<file path="config.mk">
export PLATFORM = sky130hd
export DESIGN_NAME = rr_lock_arbiter
export DESIGN_NICKNAME = d
export VERILOG_FILES = /design/src/rtl/rr_arb_pkg.sv /design/src/rtl/rr_arb_pick.sv /design/src/rtl/rr_lock_arbiter.sv
export SDC_FILE = /design/constraint.sdc
export NUM_CORES = 1
export LEC_CHECK = 0
export ABC_CLOCK_PERIOD_IN_PS = 6040
export CAP_MARGIN = 25
export CORE_MARGIN = 2
export CORE_UTILIZATION = 34
export CTS_CLUSTER_DIAMETER = 120
export CTS_CLUSTER_SIZE = 30
export DETAILED_ROUTE_END_ITERATION = 6
export HOLD_SLACK_MARGIN = 0.1
export PLACE_DENSITY = 0.83
export RECOVER_POWER = 50
export SLEW_MARGIN = 5
export SYNTH_ARGS = -nofsm -noshare
export SYNTH_HDL_FRONTEND = slang
export SYNTH_SLANG_ARGS = --single-unit
</file>
<file path="constraint.sdc">
create_clock -name clk -period 6.04 [get_ports clk]
set_input_delay 1.812 -clock clk [delete_from_list [all_inputs] [get_ports clk]]
set_output_delay 1.812 -clock clk [all_outputs]
set_load 0.01 [all_outputs]
</file>
<file path="src/rtl/rr_arb_pkg.sv">
// Shared types and helpers for the round-robin lock arbiter.
// Pure declarations; no logic, no latency, no flow control.
package rr_arb_pkg;

  function automatic int clog2(input int value);
    int r;
    r = 0;
    for (int i = 0; i < 31; i++) begin
      if ((1 << i) < value) r = i + 1;
    end
    return r;
  endfunction

  typedef enum logic {
    ARB_IDLE   = 1'b0,
    ARB_LOCKED = 1'b1
  } arb_state_t;

endpackage

</file>
<file path="src/rtl/rr_arb_pick.sv">
// Round-robin pick: lowest valid index above last_grant, else lowest valid overall.
// Combinational, zero latency; no flow control of its own.
module rr_arb_pick
  import rr_arb_pkg::*;
#(
  parameter  int N_IN = 4,
  localparam int CW   = clog2(N_IN)
) (
  input  logic [N_IN-1:0] valid,
  input  logic [CW-1:0]   last_grant,
  output logic [CW-1:0]   chosen,
  output logic            any_valid
);

  // Second loop runs last so a valid index above last_grant overrides the wrap-around pick.
  always_comb begin
    chosen = CW'(N_IN - 1);
    for (int i = N_IN - 1; i >= 0; i--) begin
      if (valid[i]) chosen = CW'(i);
    end
    for (int i = N_IN - 1; i >= 0; i--) begin
      if (valid[i] && (CW'(i) > last_grant)) chosen = CW'(i);
    end
  end

  assign any_valid = |valid;

endmodule

</file>
<file path="src/rtl/rr_lock_arbiter.sv">
// N_IN-to-1 round-robin arbiter holding a grant across multi-beat packets until the last beat.
// Zero latency, or one registered stage with RR_LOCK_ARBITER_OUT_REG_EN; only the chosen channel sees ready.
module rr_lock_arbiter
  import rr_arb_pkg::*;
#(
  parameter  int N_IN = 4,
  parameter  int W    = 8,
  localparam int CW   = clog2(N_IN)
) (
  input  logic              clk,
  input  logic              reset,
  input  logic [N_IN-1:0]   io_in_valid,
  output logic [N_IN-1:0]   io_in_ready,
  input  logic [N_IN*W-1:0] io_in_bits,
  input  logic [N_IN-1:0]   io_in_last,
  output logic              io_out_valid,
  input  logic              io_out_ready,
  output logic [W-1:0]      io_out_bits,
  output logic              io_out_last,
  output logic [CW-1:0]     io_chosen
);

  logic [CW-1:0] last_grant_q, last_grant_d;
  logic [CW-1:0] lock_idx_q, lock_idx_d;
  arb_state_t    state_q, state_d;

  logic [CW-1:0] pick_chosen;
  logic          pick_any;
  logic [CW-1:0] sel;
  logic          arb_valid;
  logic [W-1:0]  arb_bits;
  logic          arb_last;
  logic          int_ready;
  logic          fire;

  rr_arb_pick #(.N_IN(N_IN)) u_pick (
    .valid      (io_in_valid),
    .last_grant (last_grant_q),
    .chosen     (pick_chosen),
    .any_valid  (pick_any)
  );

  always_comb begin
    sel       = (state_q == ARB_LOCKED) ? lock_idx_q : pick_chosen;
    arb_valid = (state_q == ARB_LOCKED) ? io_in_valid[lock_idx_q] : pick_any;
    arb_bits  = '0;
    arb_last  = 1'b0;
    for (int i = 0; i < N_IN; i++) begin
      if (sel == CW'(i)) begin
        arb_bits = io_in_bits[i*W +: W];
        arb_last = io_in_last[i];
      end
    end
  end

  always_comb begin
    io_in_ready = '0;
    for (int i = 0; i < N_IN; i++) begin
      io_in_ready[i] = int_ready && (sel == CW'(i));
    end
  end

  assign fire = arb_valid && int_ready;

  always_comb begin
    last_grant_d = last_grant_q;
    lock_idx_d   = lock_idx_q;
    state_d      = state_q;
    if (fire) begin
      last_grant_d = sel;
      if (state_q == ARB_IDLE) begin
        if (!arb_last) begin
          state_d    = ARB_LOCKED;
          lock_idx_d = sel;
        end
      end else if (arb_last) begin
        state_d = ARB_IDLE;
      end
    end
  end

  always_ff @(posedge clk or posedge reset) begin
    if (reset) begin
      last_grant_q <= '0;
      lock_idx_q   <= '0;
      state_q      <= ARB_IDLE;
    end else begin
      last_grant_q <= last_grant_d;
      lock_idx_q   <= lock_idx_d;
      state_q      <= state_d;
    end
  end

`ifdef RR_LOCK_ARBITER_OUT_REG_EN
  logic          out_vld_q, out_vld_d;
  logic [W-1:0]  out_bits_q, out_bits_d;
  logic          out_last_q, out_last_d;
  logic [CW-1:0] out_chosen_q, out_chosen_d;

  // Register accepts whenever it is empty or draining, so throughput stays at one beat per cycle.
  assign int_ready = !out_vld_q || io_out_ready;

  always_comb begin
    out_vld_d    = out_vld_q;
    out_bits_d   = out_bits_q;
    out_last_d   = out_last_q;
    out_chosen_d = out_chosen_q;
    if (int_ready) begin
      out_vld_d = arb_valid;
      if (fire) begin
        out_bits_d   = arb_bits;
        out_last_d   = arb_last;
        out_chosen_d = sel;
      end
    end
  end

  always_ff @(posedge clk or posedge reset) begin
    if (reset) begin
      out_vld_q    <= 1'b0;
      out_bits_q   <= '0;
      out_last_q   <= 1'b0;
      out_chosen_q <= '0;
    end else begin
      out_vld_q    <= out_vld_d;
      out_bits_q   <= out_bits_d;
      out_last_q   <= out_last_d;
      out_chosen_q <= out_chosen_d;
    end
  end

  assign io_out_valid = out_vld_q;
  assign io_out_bits  = out_bits_q;
  assign io_out_last  = out_last_q;
  assign io_chosen    = out_chosen_q;
`else
  assign int_ready    = io_out_ready;
  assign io_out_valid = arb_valid;
  assign io_out_bits  = arb_bits;
  assign io_out_last  = arb_last;
  assign io_chosen    = sel;
`endif

endmodule
</file>
==> results of run 1 <==
cell usage after synthesis:
cell type	instances	area, um2
nor4b_1	1	8.760
a21bo_2	1	10.01
a211oi_1	1	7.510
nor2b_1	1	6.260
and3_1	8	50.05
clkinv_1	1	3.750
a2111o_1	2	22.52
buf_2	4	20.02
o21ai_0	3	15.01
dfrtp_1	5	125.1
clkbuf_1	2	7.510
nor3b_1	1	7.510
nand3_1	1	5.000
mux2_1	1	11.26
a21oi_1	8	40.04
nand2_1	41	153.9
mux2i_1	1	10.01
nor3_1	2	10.01
or4_1	1	7.510
inv_1	3	11.26
o41ai_2	1	16.27
a211o_4	1	17.52
inv_2	1	3.750
nand2b_1	4	25.02
a21oi_2	1	8.760
o32a_1	1	10.01
mux4_1	1	26.28
a21o_1	1	7.510
nor2_1	3	11.26
a31oi_1	8	50.05
metal layers:
metal,routed length [um],vias up
met3,140,4
met2,1450,36
met5,0,-
li1,-,513
met1,1047,474
met4,21,0
final timing paths:
| kind | depth (start not counted) | endpoint | start |
|---|---|---|---|
| min in group asynchronous | 2 | last_grant_q[0]$_DFFE_PP0P_ | reset |
| worst min register to register | 1 | lock_idx_q[1]$_DFFE_PP0P_ | lock_idx_q[1]$_DFFE_PP0P_ |
| worst min-delay path | 1 | lock_idx_q[1]$_DFFE_PP0P_ | lock_idx_q[1]$_DFFE_PP0P_ |
| worst max register to register | 7 | lock_idx_q[1]$_DFFE_PP0P_ | last_grant_q[1]$_DFFE_PP0P_ |
| worst max-delay path | 10 | io_out_bits[0] | io_in_valid[2] |
| max in group asynchronous | 2 | state_q$_DFFE_PP0P_ | reset |
registers in the layout (all words and copies together), names as in the netlist:
register,flops
last_grant_q,2
state_q,1
lock_idx_q,2
report_power, final:
| part | total (mW) | switching [mW] | internal [mW] |
|---|---|---|---|
| registers | 0.0789 | 0.0279 | 0.0509 |
| clock network | 0.0384 | 0.0134 | 0.0250 |
| logic | 0.586 | 0.274 | 0.312 |
repair_timing:
action,4_1_cts,5_1_grt
hold buffers,0,0
endpoints found under the setup margin,0,8
resized for setup,0,4
per-stage QoR:
step	cells	util, %	power, mW	cell area, um2
3_5_place_dp	194	68.62	0.6686	1346
3_3_place_gp	194	68.62	0.6559	1346
5_1_grt	198	70.60	0.7613	1385
2_1_floorplan	110	-	0.3833	709.4
6_report	198	70.60	0.7029	1385
4_1_cts	198	69.96	0.7104	1373
worst register-to-register path, delay by kind of cell, from the launching register on:
kind            cells  cell delay [ns]
flops               1             0.43
compound gates      4             1.03
buf+inv             1             0.19
simple gates        1             0.20
mux                 1             0.33
cells by family (layout without fill, tap and decap cells):
logic type / Yosys count / in the layout / synth area share [%]
compound gates: 28 / 28 / 28.93
buf+inv: 11 / 72 / 6.525
flops: 5 / 5 / 17.64
mux: 3 / 3 / 6.703
simple gates: 63 / 63 / 40.21
area by class of cell:
| class | count | area (um2) | area share, % |
|---|---|---|---|
| inverters | 5 | 18.77 | 1.355 |
| multi-input cells | 94 | 545.5 | 39.39 |
| clock buffers | 4 | 26.28 | 1.897 |
| flip-flops and latches | 5 | 125.1 | 9.033 |
| well taps | 27 | 33.78 | 2.439 |
| repair buffers | 63 | 635.6 | 45.89 |
==> flow_summary.ini, run 1 <==
[cts]
htree_levels = 1
clockRootBuffer = clkbuf_4
cts_tree = done
cts_setup_buffers = 0
cts_buffer_depth = 2
clock_latency_ns = 0.24
clk_pin_slew_worst_paths_ns = 0.04
numCtsBuffers = 3
clock_sinks = 5

[setup_path]
cp_max_fo = 19
worstSetupPathType = in -> out
cp_cell_sequence = clkdlybuf4s50_1, o21ai_0, a21o_1, a21bo_2, clkinv_1, buf_12, nand2_1, and3_1, a31oi_1, clkdlybuf4s50_1
slowest_stage = clkdlybuf4s50_1
cp.arrival_ns = 4.08
critPathMaxStageDelay_ns = 0.57
end_kind = output port
r2r_slack_ns = 3.73
required_ns = 4.23
crit_top_cell = clkdlybuf4s50_1
critical-path-top-delay-family = buffers and inverters
cp-start-kind = primary input
worst-path-buf-inv = 4

[power_and_ir_drop]
leakagePower_nw = 0.6013
ir_worst_vdd_mv = 0.2701
power_density_nw_per_um2 = 507.5

[timing]
min_period_over_period_pct = 97.63
setup_viol = 0
rsz0062_at_grt = false
relSlewSlack_pct = 59.86
setup_slack_ns = 0.1431
min_period_ns = 5.897
finalHoldViolations = 0
max_clock_freq_mhz = 169.6
finalClockSkew_ns = 0.001415
setup_tns_ns = 0
tightest_slew_ns = 0.5937
holdWs_ns = 0.5512
drv_slew = 0

[worst_hold_path]
hold_class = reg -> reg

[synth]
synth.cell_area_um2 = 709.4
synth_cell_types = 30
syn_avg_cell_area_um2 = 6.449
syn_inst = 110
ys_seq_elements = 5
yosysSeqAreaShare_pct = 17.64
synth_warnings = 0
syn_nets = 153

[floorplan]
fp.dieH_um = 49.68
num_rows = 16
coreArea_um2 = 1962
ios = 59
start_util_pct = 36.16
fp.dieArea_um2 = 2468
die_w_um = 49.68

[flow_run]
cap_violations = 0

[finish]
fill_cells = 177
layout_commonest_cell = clkdlybuf4s50_1
drive_gt1_share_pct = 8.772
n_antenna_cell = 0
syn2layout_area_growth_pct = 95.24
final_cell_mix = clkdlybuf4s50_1, nand2_1, a21oi_1, and3_1, a31oi_1
nets = 215

[grt]
grt_util_met1_pct = 26.54
busiest_layer = met2
grt_usage_pct = 21.61
gr-total-overflow = 0
first_global_vias = 975
antenna_found_initial = 0
grt_first_pass_wirelength_mm = 4.278
grt_max_degree = 20
grt_use_met2_pct = 38.44
met3_usage_pct = 2.424

[placement]
post-dp-hpwl_mm = 2.121
gp_congestion = 0.8180
pre_cts_ws_ns = 0.04062
port-buffer-count = 58

[detailed_routing]
drt_iter0_drc = 27
vias = 1027
firstDrtPassIters = 4
finalWirelength_mm = 2.659
ant_nets = 0
drc = 0
vias_per_cell = 5.187
wl_per_cell_um = 13.43

[outcome]
status = finished clean
Note: power is estimated with default switching activity, not from simulation.
==> run 2: changes to the inputs <==
--- a/config.mk
+++ b/config.mk
@@ -8,12 +8,13 @@
 export ABC_CLOCK_PERIOD_IN_PS = 6040
 export CAP_MARGIN = 25
 export CORE_MARGIN = 2
-export CORE_UTILIZATION = 34
+export CORE_UTILIZATION = 36
+export CTS_BUF_LIST = sky130_fd_sc_hd__clkbuf_8
 export CTS_CLUSTER_DIAMETER = 120
 export CTS_CLUSTER_SIZE = 30
 export DETAILED_ROUTE_END_ITERATION = 6
 export HOLD_SLACK_MARGIN = 0.1
-export PLACE_DENSITY = 0.83
+export PLACE_DENSITY = 0.87
 export RECOVER_POWER = 50
 export SLEW_MARGIN = 5
 export SYNTH_ARGS = -nofsm -noshare
==> run 2 against run 1 <==
Worst setup slack hardly changed. Largest cell class unchanged. Critical endpoint is now io_out_bits[3]. Via count is 0.39% lower. Sequential power is 2% lower.
==> flow_summary.ini, run 2 (same netlist as run 1, synthesis figures left out) <==
[outcome]
status = finished clean

[timing]
finalHoldViolations = 0
rsz0062_at_grt = false
max_clock_freq_mhz = 169.6
drv_slew = 0
tightest_slew_ns = 0.5305
min_period_ns = 5.897
setup_tns_ns = 0
holdWs_ns = 0.5492
finalClockSkew_ns = 0.001315
relSlewSlack_pct = 64.14
setup_viol = 0
min_period_over_period_pct = 97.63

[setup_path]
worstSetupPathType = in -> out
end_kind = output port
cp_max_fo = 8
required_ns = 4.23
cp-start-kind = primary input
cp.arrival_ns = 4.08

[power_and_ir_drop]
p_seq_share_pct = 10.8
combPwrFrac_pct = 81.0
ir_worst_vdd_mv = 0.2892
p_int_mw = 0.3988
clkPwrFrac_pct = 8.2
switching_share_pct = 44.13
p_total_mw = 0.7138
netSwitchingPower_mw = 0.3150
leakagePower_nw = 0.6401
power_density_nw_per_um2 = 507.1

[finish]
drive_gt1_share_pct = 7.602
n_antenna_cell = 0
layout_commonest_cell = clkdlybuf4s50_1
fill_cells = 146
reg.largest.list = last_grant_q (2), lock_idx_q (2), state_q (1)
final_cell_mix = clkdlybuf4s50_1, nand2_1, a21oi_1
nets = 215
syn2layout_area_growth_pct = 98.41

[cts]
htree_levels = 1
clock_latency_ns = 0.22
cts_buffer_depth = 2
clk_pin_slew_worst_paths_ns = 0.03
cts_tree = done
clockRootBuffer = clkbuf_8
numCtsBuffers = 3
clock_sinks = 5

[grt]
grt_first_pass_wirelength_mm = 4.464
grt_max_degree = 23
first_global_vias = 1047
gr-total-overflow = 0
grt_usage_pct = 23.65
antenna_found_initial = 0

[detailed_routing]
vias = 1023
ant_nets = 0
finalWirelength_mm = 2.696
firstDrtPassIters = 4
vias_per_cell = 5.167
drc = 0
wl_per_cell_um = 13.62
drt_iter0_drc = 21

[placement]
gp_congestion = 0.8642
port-buffer-count = 58
post-dp-hpwl_mm = 2.071

[worst_hold_path]
hold_class = reg -> reg

[flow_run]
cap_violations = 0

[floorplan]
ios = 59
num_rows = 16
die_w_um = 48.39
fp.dieH_um = 48.39
start_util_pct = 37.30
fp.dieArea_um2 = 2342
coreArea_um2 = 1902
==> run 2: cell count changes in the layout (fill, tap and decap cells not counted) <==
| cell | before | now |
|---|---|---|
| dlygate4sd3_1 | 3 | 2 |
| a21oi_2 | 1 | 0 |
| clkbuf_4 | 3 | 0 |
| dlymetal6s2s_1 | 2 | 5 |
| clkbuf_8 | 0 | 3 |
| clkdlybuf4s50_1 | 53 | 51 |
| inv_2 | 1 | 0 |
| inv_1 | 3 | 5 |
| clkbuf_1 | 1 | 0 |
| a21oi_1 | 8 | 9 |
==> run 2: layer usage <==
| metal | vias to the layer above | part of all wire, % | routed length [um] | GRT usage [%] |
|---|---|---|---|---|
| li1 | 515 | - | - | - |
| met1 | 471 | 41 | 1114 | 27.04 |
| met2 | 29 | 53 | 1437 | 42.59 |
| met3 | 8 | 2.9 | 79 | 3.086 |
| met4 | 0 | 2.4 | 64 | 12.86 |
| met5 | - | 0 | 0 | 0 |
==> run 2: worst max-delay path, cell delays in order <==
cell,delay (ns)
clkdlybuf4s50_1,0.55
o21ai_0,0.12
a21o_1,0.23
a21bo_2,0.24
clkinv_1,0.07
buf_4,0.14
nand2_1,0.06
and3_1,0.17
a31oi_1,0.14
clkdlybuf4s50_1,0.56
==> run 2: through the flow <==
stage | utilization (%) | setup WS (ns) | cells | instance area, um2
6_report | 74.01 | 0.1434 | 198 | 1408
5_1_grt | 74.01 | 0.04257 | 198 | 1408
4_1_cts | 72.76 | 0.07418 | 197 | 1384
3_5_place_dp | 70.39 | 0.08968 | 193 | 1339
3_3_place_gp | 70.39 | 0.1496 | 193 | 1339
2_1_floorplan | - | 0.9973 | 110 | 709.4
==> run 2: final cells by class <==
cell class	instances	area [um2]	share of cell area, %
Clock buffer	3	41.29	2.933
Clock inverter	1	3.754	0.2667
Inverter	5	18.77	1.333
Multi-Input combinational cell	94	541.8	38.49
Sequential cell	5	125.1	8.889
Tap cell	27	33.78	2.400
Timing Repair Buffer	63	643.1	45.69
==> run 2: power groups by stage <==
stage | registers [mW] | clock network, mW | logic, mW
finish | 0.0773 | 0.0587 | 0.578
global route | 0.0809 | 0.0622 | 0.634
CTS | 0.0760 | 0.0599 | 0.583
detailed placement | 0.0765 | 0 | 0.580
global placement | 0.0754 | 0 | 0.569
floorplan | 0.0615 | 0 | 0.322
==> run 2: final timing paths <==
kind	slack [ns]	from	cells past startpoint	endpoint
min in group asynchronous	1.93	reset	2	last_grant_q[1]$_DFFE_PP0P_
max in group asynchronous	3.94	reset	2	last_grant_q[0]$_DFFE_PP0P_
max reg2reg	3.68	last_grant_q[1]$_DFFE_PP0P_	7	lock_idx_q[1]$_DFFE_PP0P_
min	0.55	lock_idx_q[0]$_DFFE_PP0P_	1	lock_idx_q[0]$_DFFE_PP0P_
min reg2reg	0.55	lock_idx_q[0]$_DFFE_PP0P_	1	lock_idx_q[0]$_DFFE_PP0P_
max	0.14	io_in_valid[3]	10	io_out_bits[3]
==> run 2: timing repair <==
action	4_1_cts	5_1_grt
setup endpoints to repair	0	9
hold buffers	0	0
setup buffers	0	1
resized for setup	0	7
